==> src/rtl/frogger_game_ctrl_pkg.sv <==
// rtl/frogger_game_ctrl_pkg.sv - shared states, constants and helpers for the Frogger game-flow controller
package frogger_game_ctrl_pkg;

    localparam int STATE_W            = 3;
    localparam int TIMER_W            = 8;
    localparam int DEF_NUM_LIVES      = 3;
    localparam int DEF_MAX_LEVEL      = 99;
    localparam int DEF_DEATH_FRAMES   = 60;
    localparam int DEF_LEVELUP_FRAMES = 30;

    typedef enum logic [STATE_W-1:0] {
        ST_IDLE      = 3'd0,
        ST_PLAY      = 3'd1,
        ST_DYING     = 3'd2,
        ST_LEVEL_UP  = 3'd3,
        ST_GAME_OVER = 3'd4
    } state_e;

    // Thermometer code for the lives LEDs: one lit LED per remaining life.
    function automatic logic [2:0] lives_therm(input logic [1:0] lives);
        logic [2:0] t;
        case (lives)
            2'd3:    t = 3'b111;
            2'd2:    t = 3'b011;
            2'd1:    t = 3'b001;
            default: t = 3'b000;
        endcase
        return t;
    endfunction

endpackage

==> src/rtl/frogger_game_ctrl_frame_timer.sv <==
// rtl/frogger_game_ctrl_frame_timer.sv - loadable frame-tick down-counter with one-cycle done
module frogger_game_ctrl_frame_timer
    import frogger_game_ctrl_pkg::*;
(
    input  logic               clk_i,
    input  logic               rst_ni,
    input  logic               tick_i,
    input  logic               en_i,
    input  logic               load_i,
    input  logic [TIMER_W-1:0] load_val_i,
    output logic               done_o
);

    logic [TIMER_W-1:0] cnt_q;
    logic [TIMER_W-1:0] cnt_d;

    // Load wins over a same-cycle tick, so a tick landing on state entry is not counted.
    always_comb begin
        cnt_d = cnt_q;
        if (load_i) begin
            cnt_d = load_val_i;
        end else if (en_i && tick_i && (cnt_q != '0)) begin
            cnt_d = cnt_q - 1'b1;
        end
    end

    // Counter register.
    always_ff @(posedge clk_i or negedge rst_ni) begin
        if (!rst_ni) begin
            cnt_q <= '0;
        end else begin
            cnt_q <= cnt_d;
        end
    end

    // Loaded with N-1, so the tick that arrives at zero is the Nth one.
    assign done_o = en_i && tick_i && !load_i && (cnt_q == '0);

endmodule

==> src/rtl/frogger_game_ctrl.sv <==
// rtl/frogger_game_ctrl.sv - Frogger game-flow FSM owning lives and level counters
module frogger_game_ctrl
    import frogger_game_ctrl_pkg::*;
#(
    parameter int NUM_LIVES      = DEF_NUM_LIVES,
    parameter int MAX_LEVEL      = DEF_MAX_LEVEL,
    parameter int DEATH_FRAMES   = DEF_DEATH_FRAMES,
    parameter int LEVELUP_FRAMES = DEF_LEVELUP_FRAMES
) (
    input  logic               i_Clk,
    input  logic               i_Rst_N,
    input  logic               i_Frame_Tick,
    input  logic               i_Game_Start,
    input  logic               i_Collided,
    input  logic               i_Goal,
    output logic [STATE_W-1:0] o_State,
    output logic               o_Cars_Enable,
    output logic               o_Frog_Reset,
    output logic [6:0]         o_Level,
    output logic [1:0]         o_Lives,
    output logic [2:0]         o_LED_Lives
);

    localparam logic [1:0]         LIVES_INIT   = 2'(NUM_LIVES);
    localparam logic [6:0]         LEVEL_MAX    = 7'(MAX_LEVEL);
    localparam logic [TIMER_W-1:0] DEATH_LOAD   = TIMER_W'(DEATH_FRAMES - 1);
    localparam logic [TIMER_W-1:0] LEVELUP_LOAD = TIMER_W'(LEVELUP_FRAMES - 1);

    state_e             state_q, state_d;
    logic [1:0]         lives_q, lives_d;
    logic [6:0]         level_q, level_d;
    logic [2:0]         led_q;
    logic               cars_en_q;
    logic               frog_rst_q, frog_rst_d;
    logic               start_q, hit_q;
    logic               start_rise, hit_rise;
    logic               timer_en, timer_load, timer_done;
    logic [TIMER_W-1:0] timer_val;

    assign start_rise = i_Game_Start & ~start_q;
    assign hit_rise   = i_Collided & ~hit_q;
    assign timer_en   = (state_q == ST_DYING) || (state_q == ST_LEVEL_UP);

    frogger_game_ctrl_frame_timer u_frame_timer (
        .clk_i      (i_Clk),
        .rst_ni     (i_Rst_N),
        .tick_i     (i_Frame_Tick),
        .en_i       (timer_en),
        .load_i     (timer_load),
        .load_val_i (timer_val),
        .done_o     (timer_done)
    );

    // Next-state, counter updates and timer load selection.
    always_comb begin
        state_d    = state_q;
        lives_d    = lives_q;
        level_d    = level_q;
        frog_rst_d = 1'b0;
        timer_load = 1'b0;
        timer_val  = DEATH_LOAD;
        case (state_q)
            ST_IDLE: begin
                lives_d = LIVES_INIT;
                level_d = '0;
                if (start_rise) begin
                    state_d    = ST_PLAY;
                    frog_rst_d = 1'b1;
                end
            end
            ST_PLAY: begin
                // A collision outranks a goal in the same cycle.
                if (hit_rise) begin
                    if (lives_q > 2'd1) begin
                        lives_d    = lives_q - 2'd1;
                        state_d    = ST_DYING;
                        timer_load = 1'b1;
                        timer_val  = DEATH_LOAD;
                    end else begin
                        lives_d = '0;
                        state_d = ST_GAME_OVER;
                    end
                end else if (i_Goal) begin
                    state_d    = ST_LEVEL_UP;
                    timer_load = 1'b1;
                    timer_val  = LEVELUP_LOAD;
                    if (level_q < LEVEL_MAX) begin
                        level_d = level_q + 7'd1;
                    end
                end
            end
            ST_DYING, ST_LEVEL_UP: begin
                if (timer_done) begin
                    state_d    = ST_PLAY;
                    frog_rst_d = 1'b1;
                end
            end
            ST_GAME_OVER: begin
                if (start_rise) begin
                    lives_d    = LIVES_INIT;
                    level_d    = '0;
                    state_d    = ST_PLAY;
                    frog_rst_d = 1'b1;
                end
            end
            default: begin
                state_d = ST_IDLE;
                lives_d = LIVES_INIT;
                level_d = '0;
            end
        endcase
    end

    // State, counters, registered outputs and edge-detect history.
    always_ff @(posedge i_Clk or negedge i_Rst_N) begin
        if (!i_Rst_N) begin
            state_q    <= ST_IDLE;
            lives_q    <= LIVES_INIT;
            level_q    <= '0;
            led_q      <= lives_therm(LIVES_INIT);
            cars_en_q  <= 1'b0;
            frog_rst_q <= 1'b0;
            start_q    <= 1'b1;
            hit_q      <= 1'b1;
        end else begin
            state_q    <= state_d;
            lives_q    <= lives_d;
            level_q    <= level_d;
            led_q      <= lives_therm(lives_d);
            cars_en_q  <= (state_d == ST_PLAY);
            frog_rst_q <= frog_rst_d;
            start_q    <= i_Game_Start;
            hit_q      <= i_Collided;
        end
    end

    assign o_State       = state_q;
    assign o_Cars_Enable = cars_en_q;
    assign o_Frog_Reset  = frog_rst_q;
    assign o_Level       = level_q;
    assign o_Lives       = lives_q;
    assign o_LED_Lives   = led_q;

endmodule
==> config.mk <==
export PLATFORM = sky130hd
export DESIGN_NAME = frogger_game_ctrl
export DESIGN_NICKNAME = d
export VERILOG_FILES = /design/src/rtl/frogger_game_ctrl_pkg.sv /design/src/rtl/frogger_game_ctrl_frame_timer.sv /design/src/rtl/frogger_game_ctrl.sv
export SDC_FILE = /design/constraint.sdc
export NUM_CORES = 1
export LEC_CHECK = 0
export BUFFER_PORTS_ARGS = -buffer_cell sky130_fd_sc_hd__buf_2
export CAP_MARGIN = 15
export CORE_ASPECT_RATIO = 1.2
export CORE_MARGIN = 4
export CORE_UTILIZATION = 42
export DETAILED_ROUTE_END_ITERATION = 16
export PLACE_DENSITY = 0.68
export SETUP_SLACK_MARGIN = 0.5
export SYNTH_ARGS = -nofsm -noshare
export SYNTH_HDL_FRONTEND = slang
export SYNTH_HIERARCHICAL = 1
export SYNTH_SLANG_ARGS = --single-unit
==> constraint.sdc <==
create_clock -name i_Clk -period 4.7 [get_ports i_Clk]
set_input_delay 0.47 -clock i_Clk [delete_from_list [all_inputs] [get_ports i_Clk]]
set_output_delay 0.47 -clock i_Clk [all_outputs]
set_load 0.05 [all_outputs]
* Word-level counts from Yosys, hierarchy flattened
Cells that the tools add are included.
Operators by class: muxes and demuxes 28, equal/unequal tests 12, bitwise logic cells 5, add/subtract/negate cells 3, order comparisons 2, reductions and logical operators 13
Operators by type and width (number):
- $mux 7 | 4
- $pmux 7 s3 | 1
- $mux 6 | 3
- $pmux 3 s3 | 2
- $mux 8 | 2
- $mux 3 | 5
- $logic_not 8->1 | 1
- $ne 2x2->1 const B | 4
- $reduce_bool 8->1 | 1
- $sub 8x1->8 const B | 1
- $add 7x1->7 const B | 1
- $lt 7x7->1 const B | 1
- $eq 3x1->1 const B | 2
- $eq 3x2->1 const B | 2
- $mux 1 | 6
- $mux 2 | 3
- $pmux 2 s3 | 1
- $reduce_and 5->1 | 1
- $eq 2x2->1 const B | 2
- $logic_and 1x1->1 | 4
- $reduce_or 2->1 | 2
- $eq 3x3->1 const B | 1
- $logic_not 3->1 | 1
- $not 1->1 | 3
- 8 further kinds | 9
Storage, ports and cells: register bits after elaboration 27, bits of input ports 6

* Logic depth before layout (Yosys ltp)
depth in word-level cells 10, gate-level depth with buffers 10

* Hierarchy
Netlist, hierarchy kept.
By module, submodules not included:
- frogger_game_ctrl | area an instance 907.1 µm², cells an instance 93, sequential area each 457.9 µm², instances 1
- frogger_game_ctrl_frame_timer | area an instance 516.7 µm², cells an instance 60, sequential area each 200.2 µm², instances 1

* Worst setup path before layout
No wires, ideal clock.
kind reg2reg, start point reg state_q[0] (netlist: o_State[0]), end point reg cars_en_q (netlist: o_Cars_Enable), cell stages (with the launch flop) 11, arrival time 2.520 ns, path slack 2.056 ns, clock period less this slack 2.644 ns, buffers on the path 3, cell sequence dfrtp_1 > or3b_1 > buf_6 > nor2_1 > clkbuf_1 > clkbuf_1 > nor3_1 > o21a_1 > a21oi_1 > o21ai_0 > nor2b_1
On the way: longest elaborated chain between the ends 8, elaborated cells between the ends (all ways) 19, classes of those cells eq/ne: 5; mux: 6; reduce/logical: 8
RTL lines:
- start: declaration | RTL line frogger_game_ctrl.sv:29 | state_e state_q, state_d;
- start signal: assignment | RTL line frogger_game_ctrl.sv:126 | state_q <= state_d;
- $eq 3x1->1 | RTL line frogger_game_ctrl.sv:62 | case (state_q)
- $mux 1 | RTL line frogger_game_ctrl.sv:62
- named net timer_load | RTL line frogger_game_ctrl.sv:37 | logic timer_en, timer_load, timer_done;
- $logic_not 1->1 | RTL line frogger_game_ctrl_frame_timer.sv:37 | assign done_o = en_i && tick_i && !load_i && (cnt_q == '0);
- $logic_and 1x1->1 (2 in series) | RTL line frogger_game_ctrl_frame_timer.sv:37
- named net timer_done | RTL line frogger_game_ctrl.sv:37
- $mux 3 | RTL line frogger_game_ctrl.sv:93 | if (timer_done) begin
- $pmux 3 s3 | RTL line frogger_game_ctrl.sv:62
- named net state_d[0] | RTL line frogger_game_ctrl.sv:29
- $eq 3x1->1 | RTL line frogger_game_ctrl.sv:130 | cars_en_q <= (state_d == ST_PLAY);
- end signal: assignment | RTL line frogger_game_ctrl.sv:130
- end: declaration | RTL line frogger_game_ctrl.sv:33 | logic cars_en_q;
The timed path passes the listed nets, and every way through them passes these cells. A chain may end at the register's enable or synchronous reset.

* Final worst setup path
start point reg state_q[2] (netlist: o_State[2]), end point reg cars_en_q (netlist: o_Cars_Enable)
The elaborated chain is that of the path after synthesis.

==> impl_results.md <==
- Met2 wire len: 1530 µm
- Crit-path slowest cell: nor2_1
- Number of global-route vias before repair: 1193
- Total Routing Usage GR: 15.0%
- Least-Margin Pin Slew: 0.968 ns
- Largest net degree at the start of global routing: 27
- Tcrit/Tclk final: 58.9%
- First-pass GRT wire length: 5130 µm
- Starting Density: 45.0%
- Avg Cell Area, Syn: 9.31 µm²
- CTS tree: built
- Setup_tns: 0 ns
- Number of synthesized flops with an enable pin: 0
- HP Class: input port to async pin
- Pint: 0.461 mW
- Status: completed
- Syn. warnings: 6
- Ys async rst share: 100%
- Final min period: 2.77 ns
- CTS buffer count: 3
- Root Buffer: clkbuf_4
- Clk pwr share: 11.2%
- Initial antenna violation count: 0
- Die Y: 71.8 µm
- Post-synth top flop: dfrtp_1
- Std cell rows: 22
- Fraction of power spent switching nets: 45.8%
- 1st-pass router iterations: 4
- # placed instances: 209
- Max-capacitance violation count: 0
- DPL Wire Length: 2280 µm
- Die width: 61.2 µm
- Yosys cell types: 48
- # DRC: 0
- CTS H-tree lvls: 1
- WP data required: 4.92 ns
- Max Transition Viols Final: 0
- Die ar.: 4390 µm²
- NetSw: 0.390 mW
- ANT nets after route: 0
- Area contributors post-synth: dfrtp_1 35%, dfstp_2 11%, a21oi_1 4.2%
- Vias: 1219
- GPL Wtd Cong: 0.911
- IO Pins: 23
- Setup crit start kind: register
- Reg power frac: 42.4%
- Place WS: 1.88 ns
- Most common cell in the netlist: dfrtp_1
- Worst path bufs/invs: 0
- Number of clock sinks: 26
- Worst skew pair latency: 0.32 ns
- Antenna Cells: 0
- Setup CP Type: register to register
- Critical-path cell list: or3b_1 > nor2_1 > nor3_1 > o21a_1 > a21oi_1 > o21ai_0 > nor2b_1
- DRC marker count from the first detailed-route iteration: 87
- Layout cell share with drive strength beyond 1: 20.9%
- Routed WL: 2960 µm
- Core Area: 3170 µm²
- Peak supply drop: 0.248 mV
- Cell Area, Synth: 1420 µm²
- Final net count: 186
- P per Cell Area: 539 nW/µm²
- Hold Violations, Final: 0
- Delay-heaviest family, CP: simple AND/OR/NAND/NOR gates
- # setup viols final: 0
- Post-CTS sizing: 0
- Drt wl/cell: 13.9 µm
- Total setup buffers inserted after CTS: 0
- Leakage: 0.687 nW
- Post-Layout Cell Count: 213
- DR top layer: met4
- Worst path arrival time: 2.99 ns
- Crit end category: register
- Combinational power share: 46.4%
- M1 WL: 1270 µm
- CTS Hold Bufs: 0
- CP max FO: 18
- Max incr delay on CP: 0.81 ns
- Count of buffers from port buffering: 22
- Mapped Cells: 153
- CTS max path bufs: 2
- Area leader, netlist: dfrtp_1
- Share of the synthesized area in the top cell type: 35.1%
- Via density: 5.72
- Most frequent cells after synthesis: 20 x dfrtp_1, 15 x nand2_1, 12 x a21oi_1
- Post-synthesis sequential element count: 26
- RSZ-0062 raised after global routing: no
- Met3 WL: 123 µm
- Fmax: 361 MHz
- Sequential area share after synthesis: 46.2%
- Final WS setup: 1.93 ns
- Headroom to the max-slew limit: 35.2%
- Total gr overflow: 0
- Syn-to-layout area delta: 10.9%
- Clock slew at reported path FFs: 0.14 ns
- Setup Skew: 0.0147 ns
metal layers:
| metal | global-route usage (%) | vias up |
|---|---|---|
| met5 | 0 | - |
| met4 | 6.27 | 0 |
| met3 | 2.70 | 6 |
| met2 | 24.8 | 31 |
| met1 | 18.6 | 590 |
| li1 | - | 592 |
flip-flops by register name (all words and copies together) (netlist names):
register	count
hit_q	1
u_frame_timer/cnt_q	8
o_Cars_Enable	1
start_q	1
o_State	3
o_Level	7
o_LED_Lives	2
o_Frog_Reset	1
o_Lives	2
layout make-up:
type,count,area [µm²]
Timing Repair Buffer,22,110
Inverter,8,30.0
Clock buffer,4,26.3
Tap cell,36,45.0
Multi-Input combinational cell,117,709
Sequential cell,26,658
Fill cell,300,1590
stage by stage:
stage               utilization, %  hold WS (ns)  instance area [µm²]  power (mW)
finish                        49.9         0.109                 1580       0.851
global route                  49.9         0.158                 1580       0.920
CTS                           49.9         0.130                 1580       0.859
detailed placement            49.1         0.500                 1550       0.764
global placement              49.1         0.495                 1550       0.751
floorplan                        -         0.174                 1440       0.678
cell usage in the layout (no fill, tap or decap), drive strengths merged, types with 2 or more instances in the layout:
master / synthesis / layout
inv: 8 / 8
o211ai: 2 / 2
or4: 3 / 3
or3: 2 / 2
o22ai: 2 / 2
a22oi: 2 / 2
a31oi: 2 / 2
nand3: 4 / 4
a21o: 2 / 2
buf: 3 / 22
nand2: 15 / 15
clkbuf: 2 / 4
nand4: 2 / 2
o21a: 3 / 3
conb: 2 / 5
nor2: 11 / 11
dfrtp: 20 / 20
o31ai: 2 / 2
a21oi: 12 / 12
nor3: 5 / 5
o21ai: 11 / 11
nor2b: 6 / 6
nand2b: 3 / 3
dfstp: 6 / 6
ha: 2 / 2
nor4: 2 / 2
nand4b: 2 / 2
mux2i: 2 / 2
cells by family (layout without fill, tap and decap cells):
group / count (synthesis) / count (layout) / synth area share [%]
multiplexers: 3 / 3 / 2.20
flip-flops: 26 / 26 / 46.2
buffers and inverters: 13 / 34 / 4.75
adder cells (fa/ha/maj): 2 / 2 / 1.76
AO/OA/AOI/OAI: 44 / 44 / 19.8
other: 2 / 5 / 0.527
XOR/XNOR: 1 / 1 / 0.615
AND/OR/NAND/NOR: 62 / 62 / 24.2
final timing paths:
path,to,slack (ns),cells past startpoint,from
max reg2reg,o_Cars_Enable,1.93,7,o_State[2]
min reg2reg,o_LED_Lives[2],0.52,2,o_Lives[0]
max in group asynchronous,o_LED_Lives[2],4.20,1,i_Rst_N
max,o_Cars_Enable,1.93,7,o_State[2]
min,u_frame_timer/cnt_q[6],0.11,1,i_Rst_N
min in group i_Clk,hit_q,0.24,1,i_Collided
power by group through the flow:
stage	Clock, mW	Sequential (mW)	Combinational, mW
after floorplan	0	0.438	0.240
after CTS	0.0991	0.361	0.399
after global placement	0	0.361	0.390
after global routing	0.109	0.375	0.436
after detailed placement	0	0.366	0.398
final	0.0951	0.361	0.395
Power figures use the tool's default switching activity.
